## config.mk

```make
export PLATFORM = sky130hd
export DESIGN_NAME = req_encoder_serial
export DESIGN_NICKNAME = d
export VERILOG_FILES = /design/src/rtl/req_encoder_serial_pkg.sv /design/src/rtl/req_encoder_serial_prio_enc.sv /design/src/rtl/req_encoder_serial.sv
export SDC_FILE = /design/constraint.sdc
export NUM_CORES = 1
export LEC_CHECK = 0
export ABC_CLOCK_PERIOD_IN_PS = 2850
export CELL_PAD_IN_SITES_DETAIL_PLACEMENT = 1
export CELL_PAD_IN_SITES_GLOBAL_PLACEMENT = 1
export CORE_MARGIN = 2
export CORE_UTILIZATION = 36
export DETAILED_ROUTE_END_ITERATION = 16
export GPL_TIMING_DRIVEN = 0
export PLACE_DENSITY_LB_ADDON = 0.1
export SLEW_MARGIN = 30
export SYNTH_ARGS = -nofsm -noshare
export SYNTH_HDL_FRONTEND = slang
export SYNTH_SLANG_ARGS = --single-unit
```

## constraint.sdc

```tcl
create_clock -name clk -period 2.85 [get_ports clk]
set_clock_uncertainty 0.15 [all_clocks]
set_input_delay 0.4275 -clock clk [delete_from_list [all_inputs] [get_ports clk]]
set_output_delay 0.4275 -clock clk [all_outputs]
set_load 0.02 [all_outputs]
```

## src/rtl/req_encoder_serial_pkg.sv

```systemverilog
// Shared types and defaults for the serial request encoder.
package req_encoder_serial_pkg;

  typedef enum logic {
    IDLE  = 1'b0,
    SERVE = 1'b1
  } state_e;

  localparam int unsigned W_DEFAULT = 2;

endpackage

```

## src/rtl/req_encoder_serial_prio_enc.sv

```systemverilog
// Combinational priority encoder: index of the highest set bit plus a one-hot flag.
module prio_enc #(
  parameter int unsigned W = 2
) (
  input  logic [2**W-1:0] vec,
  output logic [W-1:0]    idx,
  output logic            one_hot
);

  localparam int unsigned N = 2**W;

  always_comb begin
    idx = '0;
    // Ascending scan: the last set bit seen is the highest one.
    for (int unsigned i = 0; i < N; i++) begin
      if (vec[i]) idx = W'(i);
    end
    one_hot = ($countones(vec) == 1);
  end

endmodule

```

## src/rtl/req_encoder_serial.sv

```systemverilog
// Captures a request vector and emits the code of each set bit, highest first.
// Optional REQ_ENC_MULTI_FLAG_EN adds a registered 'multi' output (more than one request captured).
module req_encoder_serial
  import req_encoder_serial_pkg::*;
#(
  parameter int unsigned W = W_DEFAULT
) (
  input  logic            clk,
  input  logic            rst,
  input  logic [2**W-1:0] req,
  input  logic            req_valid,
  output logic            req_ready,
  output logic [W-1:0]    code,
  output logic            out_valid,
  input  logic            out_ready,
`ifdef REQ_ENC_MULTI_FLAG_EN
  output logic            multi,
`endif
  output logic            out_last
);

  localparam int unsigned N = 2**W;

  state_e         state_q, state_d;
  logic [N-1:0]   pending_q, pending_d;
  logic [W-1:0]   code_q, code_d;
  logic           last_q, last_d;
  logic [N-1:0]   pending_nxt;
  logic [N-1:0]   enc_in;
  logic [W-1:0]   enc_idx;
  logic           enc_one_hot;
  logic           fire;
`ifdef REQ_ENC_MULTI_FLAG_EN
  logic           multi_q, multi_d;
`endif

  assign req_ready = (state_q == IDLE);
  assign out_valid = (state_q == SERVE);
  assign code      = code_q;
  assign out_last  = last_q;
  assign fire      = out_valid && out_ready;
`ifdef REQ_ENC_MULTI_FLAG_EN
  assign multi     = multi_q;
`endif

  // Encoding the post-clear vector lets the next code load on the handshake edge.
  always_comb begin
    pending_nxt = pending_q;
    if (fire) pending_nxt[code_q] = 1'b0;
    enc_in = (state_q == IDLE) ? req : pending_nxt;
  end

  prio_enc #(.W(W)) u_prio_enc (
    .vec     (enc_in),
    .idx     (enc_idx),
    .one_hot (enc_one_hot)
  );

  always_comb begin
    state_d   = state_q;
    pending_d = pending_q;
    code_d    = code_q;
    last_d    = last_q;
`ifdef REQ_ENC_MULTI_FLAG_EN
    multi_d   = multi_q;
`endif
    unique case (state_q)
      IDLE: begin
        if (req_valid && (req != '0)) begin
          state_d   = SERVE;
          pending_d = req;
          code_d    = enc_idx;
          last_d    = enc_one_hot;
`ifdef REQ_ENC_MULTI_FLAG_EN
          multi_d   = !enc_one_hot;
`endif
        end
      end
      SERVE: begin
        pending_d = pending_nxt;
        if (fire) begin
          if (pending_nxt != '0) begin
            code_d = enc_idx;
            last_d = enc_one_hot;
          end else begin
            state_d = IDLE;
            last_d  = 1'b0;
`ifdef REQ_ENC_MULTI_FLAG_EN
            multi_d = 1'b0;
`endif
          end
        end
      end
      default: state_d = IDLE;
    endcase
  end

  always_ff @(posedge clk) begin
    if (rst) begin
      state_q   <= IDLE;
      pending_q <= '0;
      code_q    <= '0;
      last_q    <= 1'b0;
`ifdef REQ_ENC_MULTI_FLAG_EN
      multi_q   <= 1'b0;
`endif
    end else begin
      state_q   <= state_d;
      pending_q <= pending_d;
      code_q    <= code_d;
      last_q    <= last_d;
`ifdef REQ_ENC_MULTI_FLAG_EN
      multi_q   <= multi_d;
`endif
    end
  end

endmodule

```

Word-level counts from Yosys, hierarchy flattened
Cells that the tools add are included.
{"block": "classes", "order_cmp": 2, "bitwise_logic": 3, "n_reduce_logical": 7, "n_shift": 0, "n_mux": 21, "multipliers": 0, "n_div": 0, "n_eq_ne": 4, "n_addsub": 3}
{"cell": "adder 32 bit", "count": 1}
{"cell": "== test 32 x 2 -> 1 bit (second input constant)", "count": 1}
{"cell": "two-way mux 4 bit", "count": 3}
{"cell": "two-way mux 2 bit", "count": 5}
{"cell": "two-way mux 1 bit", "count": 8}
{"cell": "one-hot mux 4 bit (2 select lines)", "count": 1}
{"cell": "nonzero test 4 bit", "count": 2}
{"cell": "inequality test 2 x 1 -> 1 bit (second input constant)", "count": 3}
{"cell": "adder 1 x 1 -> 2 bit", "count": 2}
{"cell": "AND 4 bit", "count": 1}
{"cell": "NOT 4 bit", "count": 1}
{"cell": "one-hot mux 1 bit (2 select lines)", "count": 2}
{"cell": "one-hot mux 2 bit (2 select lines)", "count": 1}
{"cell": "logical AND 1 bit", "count": 3}
{"cell": "less-than comparator 2 x 3 -> 1 bit (second input constant)", "count": 1}
{"cell": "AND reduction 3 bit", "count": 1}
{"cell": "demux 1 bit (select 2 bit)", "count": 1}
{"cell": ">= comparator 2 x 1 -> 1 bit (second input constant)", "count": 1}
{"cell": "AND reduction 2 bit", "count": 1}
{"cell": "NOT 1 bit", "count": 1}
{"block": "totals", "latch_bits": 0, "romBits": 0, "input_bits": 8, "regBits": 8, "n_memories": 0, "out_inout_bits": 5, "ramBits": 0, "elab_cells": 44}

Longest topological paths before layout
{"block": "depth", "ltp_word": 14, "mapped_depth": 10, "mapped_depth_nobuf": 9}

Hierarchy
Synthesis repeated with hierarchy kept, for this count alone.
{"block": "hier_totals", "cells_unflattened": 75, "area_unflattened_um2": 603.1}
{"mod": "req_encoder_serial", "cells_per_inst": 64, "area_per_inst_um2": 520.5, "instances": 1, "seq_area_each_um2": 160.2}
{"mod": "prio_enc", "cells_per_inst": 11, "area_per_inst_um2": 82.6, "instances": 1, "seq_area_each_um2": 0.0}

Least setup slack after synthesis
Ideal clock, no wire load.
{"block": "synth_path", "kind": "register to register", "from": "register state_q, in the netlist out_valid", "to": "register last_q, in the netlist out_last", "stages_incl_launch_ff": 10, "setup_slack_ps": 112, "path_buffers": 1, "setup_ps": 70, "period_less_slack_ps": 2738, "t_arrival_ps": 2518, "required_ps": 2630, "cell_sequence": "dfxtp_1 > buf_4 > nor2b_1 > a31oi_1 > ha_1 > ha_1 > fa_1 > nor4b_1 > mux2i_1 > a21oi_1"}
{"block": "synth_between", "elab_chain_cells": 9, "word_cells_on_any_way": 16, "classes_between": "3 x add/sub; 3 x eq/ne; 6 x mux; 1 x bitwise; 3 x reduce/logical"}
{"element": "start: declaration", "line": "req_encoder_serial.sv:24", "source": "state_e state_q, state_d;"}
{"element": "start signal: assignment", "line": "req_encoder_serial.sv:108", "source": "state_q <= state_d;"}
{"element": "logical AND 1 bit", "line": "req_encoder_serial.sv:41", "source": "assign fire = out_valid && out_ready;"}
{"element": "two-way mux 4 bit", "line": "req_encoder_serial.sv:49", "source": "if (fire) pending_nxt[code_q] = 1'b0;"}
{"element": "two-way mux 4 bit", "line": "req_encoder_serial.sv:50", "source": "enc_in = (state_q == IDLE) ? req : pending_nxt;"}
{"element": "adder 1 x 1 -> 2 bit (not written as such)", "line": "req_encoder_serial_prio_enc.sv:18", "source": "one_hot = ($countones(vec) == 1);"}
{"element": "adder 32 bit (not written as such)", "line": "req_encoder_serial_prio_enc.sv:18"}
{"element": "== test 32 x 2 -> 1 bit", "line": "req_encoder_serial_prio_enc.sv:18"}
{"element": "two-way mux 1 bit", "line": "req_encoder_serial.sv:82", "source": "if (pending_nxt != '0) begin"}
{"element": "two-way mux 1 bit", "line": "req_encoder_serial.sv:81", "source": "if (fire) begin"}
{"element": "one-hot mux 1 bit (2 select lines)", "line": "req_encoder_serial.sv:67", "source": "unique case (state_q)"}
{"element": "end signal: assignment", "line": "req_encoder_serial.sv:111", "source": "last_q <= last_d;"}
{"element": "end: declaration", "line": "req_encoder_serial.sv:27", "source": "logic last_q, last_d;"}
Parallel ways exist; a longest one is shown, timed or not. The select of a mux whose other input is x is not followed.
A chain may end at the register's enable or synchronous reset.

Worst setup path after layout
{"block": "layout_path", "from": "input port req[2]", "to": "register last_q, in the netlist out_last"}
{"block": "layout_between", "elab_chain_cells": 7, "word_cells_on_any_way": 12, "classes_between": "2 x add/sub; 2 x eq/ne; 5 x mux; 3 x reduce/logical"}
{"element": "start: declaration", "line": "req_encoder_serial.sv:10", "source": "input logic [2**W-1:0] req,"}
{"element": "two-way mux 4 bit", "line": "req_encoder_serial.sv:50"}
{"element": "adder 1 x 1 -> 2 bit (not written as such)", "line": "req_encoder_serial_prio_enc.sv:18"}
{"element": "adder 32 bit (not written as such)", "line": "req_encoder_serial_prio_enc.sv:18"}
{"element": "== test 32 x 2 -> 1 bit", "line": "req_encoder_serial_prio_enc.sv:18"}
{"element": "two-way mux 1 bit", "line": "req_encoder_serial.sv:82"}
{"element": "two-way mux 1 bit", "line": "req_encoder_serial.sv:81"}
{"element": "one-hot mux 1 bit (2 select lines)", "line": "req_encoder_serial.sv:67"}
Parallel ways exist; a longest one is shown, timed or not. The select of a mux whose other input is x is not followed.

==> out/results.ini <==
[drt]
viasPerCell = 5.18
wirelength_mm = 1.74
drc = 0
wire_per_inst_um = 15.0
first_iter_violations = 3
ant_nets = 0
vias = 601
dr.pass1.iters = 2

[synth]
syn_area_um2 = 647
synth_mux_area_share_pct = 9.28
yosys.area_share.simple_pct = 25.9
synth_top_family_by_area = simple AND/OR/NAND/NOR gates
syn_nets = 85
synth_fa_ha_area_share_pct = 10.8
ys_ff_latch = 8
async_flop_share_pct = 0
synth_top_area_share_pct = 24.8
synth.most_common_cell = nor2_1
synth_warnings = 0
ys_top_cells_by_count = nor2_1, dfxtp_1, a21oi_1, nor2b_1
yosys-top-cells-area = dfxtp_1, ha_1, nor2_1, nor2b_1, mux2i_1
synth_top_area_cell = dfxtp_1
synth_xor_xnor_area_share_pct = 0
ys.flop_type = dfxtp_1
netlist_instances = 72
synth_compound_area_share_pct = 19.7
synth.yosys.seq_area_share_pct = 24.8
synth-edff-count = 0
synth.distinct_cells = 32
syn_area_per_cell_um2 = 8.98

[cts]
numCtsBuffers = 3
root_buffer = clkbuf_4
cts_sinks = 8
worstSkewPairLatency_ns = 0.27
cts_tree = built
clkTransAtPathRegs_ns = 0.07
postCtsHoldBufs = 0
cts_buffer_depth = 2
h-tree-depth = 1

[floorplanning]
ios = 13
die_w_um = 46.4
die_area_mm2 = 0.00215
start_util_pct = 37.9
die_y_um = 46.4
coreArea_mm2 = 0.00171
fp-row-count = 15

[grt]
antenna_found_initial = 0
grt_max_degree = 11
grt_pass1_wl_mm = 2.59
grt_pass1_vias = 573
grt_usage_pct = 17.6
globalRouteOverflowTotal = 0

[critical_path]
worst_setup_path_start_kind = input port
cp-end-kind = flip-flop
cp_max_fo = 4
criticalPathCategory = input port to flip-flop
reg2reg_slack_ns = 0.17
cpPeakStageDelay_ns = 0.51
startpoint = req[2]
path_cells = clkdlybuf4s50_1 -> nor2b_4 -> a31oi_4 -> ha_1 -> ha_2 -> fa_1 -> nor4b_4 -> a311oi_2 -> a21oi_1
path_buf_inv = 1
cp.required_ns = 2.90
critPathArrivalTime_ns = 2.77
worst_path_max_delay_cell = fa_1
r2r_start = code[1]
critPathTopFamily = adder cells

[final_layout]
layout-drive-gt1-share_pct = 33.0
final_core_util_pct = 53.7
fill_cells = 187
nNetsFinal = 106
regArea_um2 = 161
area_growth_syn_to_layout_pct = 41.8
num_antenna_cells = 0
multi_input_area_um2 = 487

[pwr]
power_frac_comb_pct = 44.2
p_int_uw = 269
irDropWorstVdd_uv = 238
leakagePower_uw = 0.000380
power_frac_seq_pct = 32.9
swShare_pct = 35.7
power.switching_uw = 150
p_clk_share_pct = 22.8
power_density_mw_per_mm2 = 457

[placed_design]
port_buffers = 11
post-dp-hpwl_mm = 1.19
gp_congestion = 0.774

[flow_run]
maxCapViolCount = 0

[timing]
whs_ns = 0.387
slew_headroom_pct = 71.9
fmax_ghz = 0.369
fin_crit_sh_pct = 95.2
worst_pin_slew_ns = 0.417
slew_viol_final = 0
setup_viol = 0
finalHoldViolations = 0
fin_crit_ns = 2.71

[min_path]
hp-class = input port to flip-flop
min-delay-start = out_ready

[status]
run_status = completed

-- area by class of cell --
| cell class | count | share of cell area (%) |
|---|---|---|
| Multi-Input combinational cell | 54 | 53.1 |
| Sequential cell | 8 | 17.6 |
| Buffer | 5 | 5.05 |
| Tap cell | 25 | 3.41 |
| Clock buffer | 3 | 2.46 |
| Inverter | 5 | 2.05 |
| Timing Repair Buffer | 16 | 16.4 |
-- power by group through the flow --
stage	registers (µW)	clock network (µW)	logic, µW
finish	138	95.7	185
global route	140	101	203
CTS	137	96.2	155
detailed placement	139	0	147
global placement	139	0	144
floorplan	145	0	92.7
-- stage by stage --
stage / TNS, ns / area (µm²) / cells / setup slack [ns] / total power [µW]
3_5_place_dp: -0.414 / 788 / 108 / -0.414 / 286
6_report: 0 / 917 / 116 / 0.137 / 419
2_1_floorplan: 0 / 647 / 72 / 0.112 / 238
4_1_cts: 0 / 830 / 111 / 0.0391 / 388
5_1_grt: -0.0321 / 917 / 116 / -0.0321 / 444
3_3_place_gp: -0.417 / 788 / 108 / -0.417 / 283
-- tightest hold or removal path, stage by stage --
cell and delay (ns):
buf_6 0.12, a311oi_2 0.11, a21oi_1 0.10
-- cell usage in the layout (no fill, tap or decap), types with 2 or more instances in the layout --
cell,count
mux2_4,2
ha_1,3
and2_1,2
a31oi_4,2
clkdlybuf4s50_1,10
clkbuf_4,3
inv_1,4
dfxtp_1,7
mux2i_1,3
nor2b_1,3
buf_6,3
buf_4,6
a21oi_1,5
nor2_1,10
nand2_1,3
nor3_1,2
-- sequential cells by signal, indices dropped and copies added, names as in the netlist --
| name | flops |
|---|---|
| pending_q | 4 |
| code | 2 |
| out_last | 1 |
| out_valid | 1 |
-- what timing repair did --
| action | 4_1_cts | 5_1_grt |
|---|---|---|
| setup endpoints to repair | 1 | 1 |
| pin swaps | 0 | 4 |
| buffers inserted | 0 | 5 |
| gates resized for setup | 3 | 13 |
-- layer usage --
metal / global-route usage [%] / wire length [µm] / share of wire (%)
met1: 22.2 / 805 / 46
met5: 0 / 0 / 0
met4: 8.00 / 21 / 1.2
met2: 28.3 / 852 / 49
met3: 3.92 / 61 / 3.5
-- final timing paths --
kind | endpoint | cells past startpoint
setup reg to reg | out_last | 9
hold / removal | out_last | 3
setup / recovery | out_last | 9
hold reg to reg | pending_q[3] | 2
-- cell families (layout without fill, tap and decap cells) --
kind of cell    count (synthesis)  count (layout)
compound gates                 15              15
fa+ha+maj                       5               5
flops                           8               8
simple gates                   29              29
mux                             5               5
buf+inv                        10              29
(Power assumes the default switching activity.)
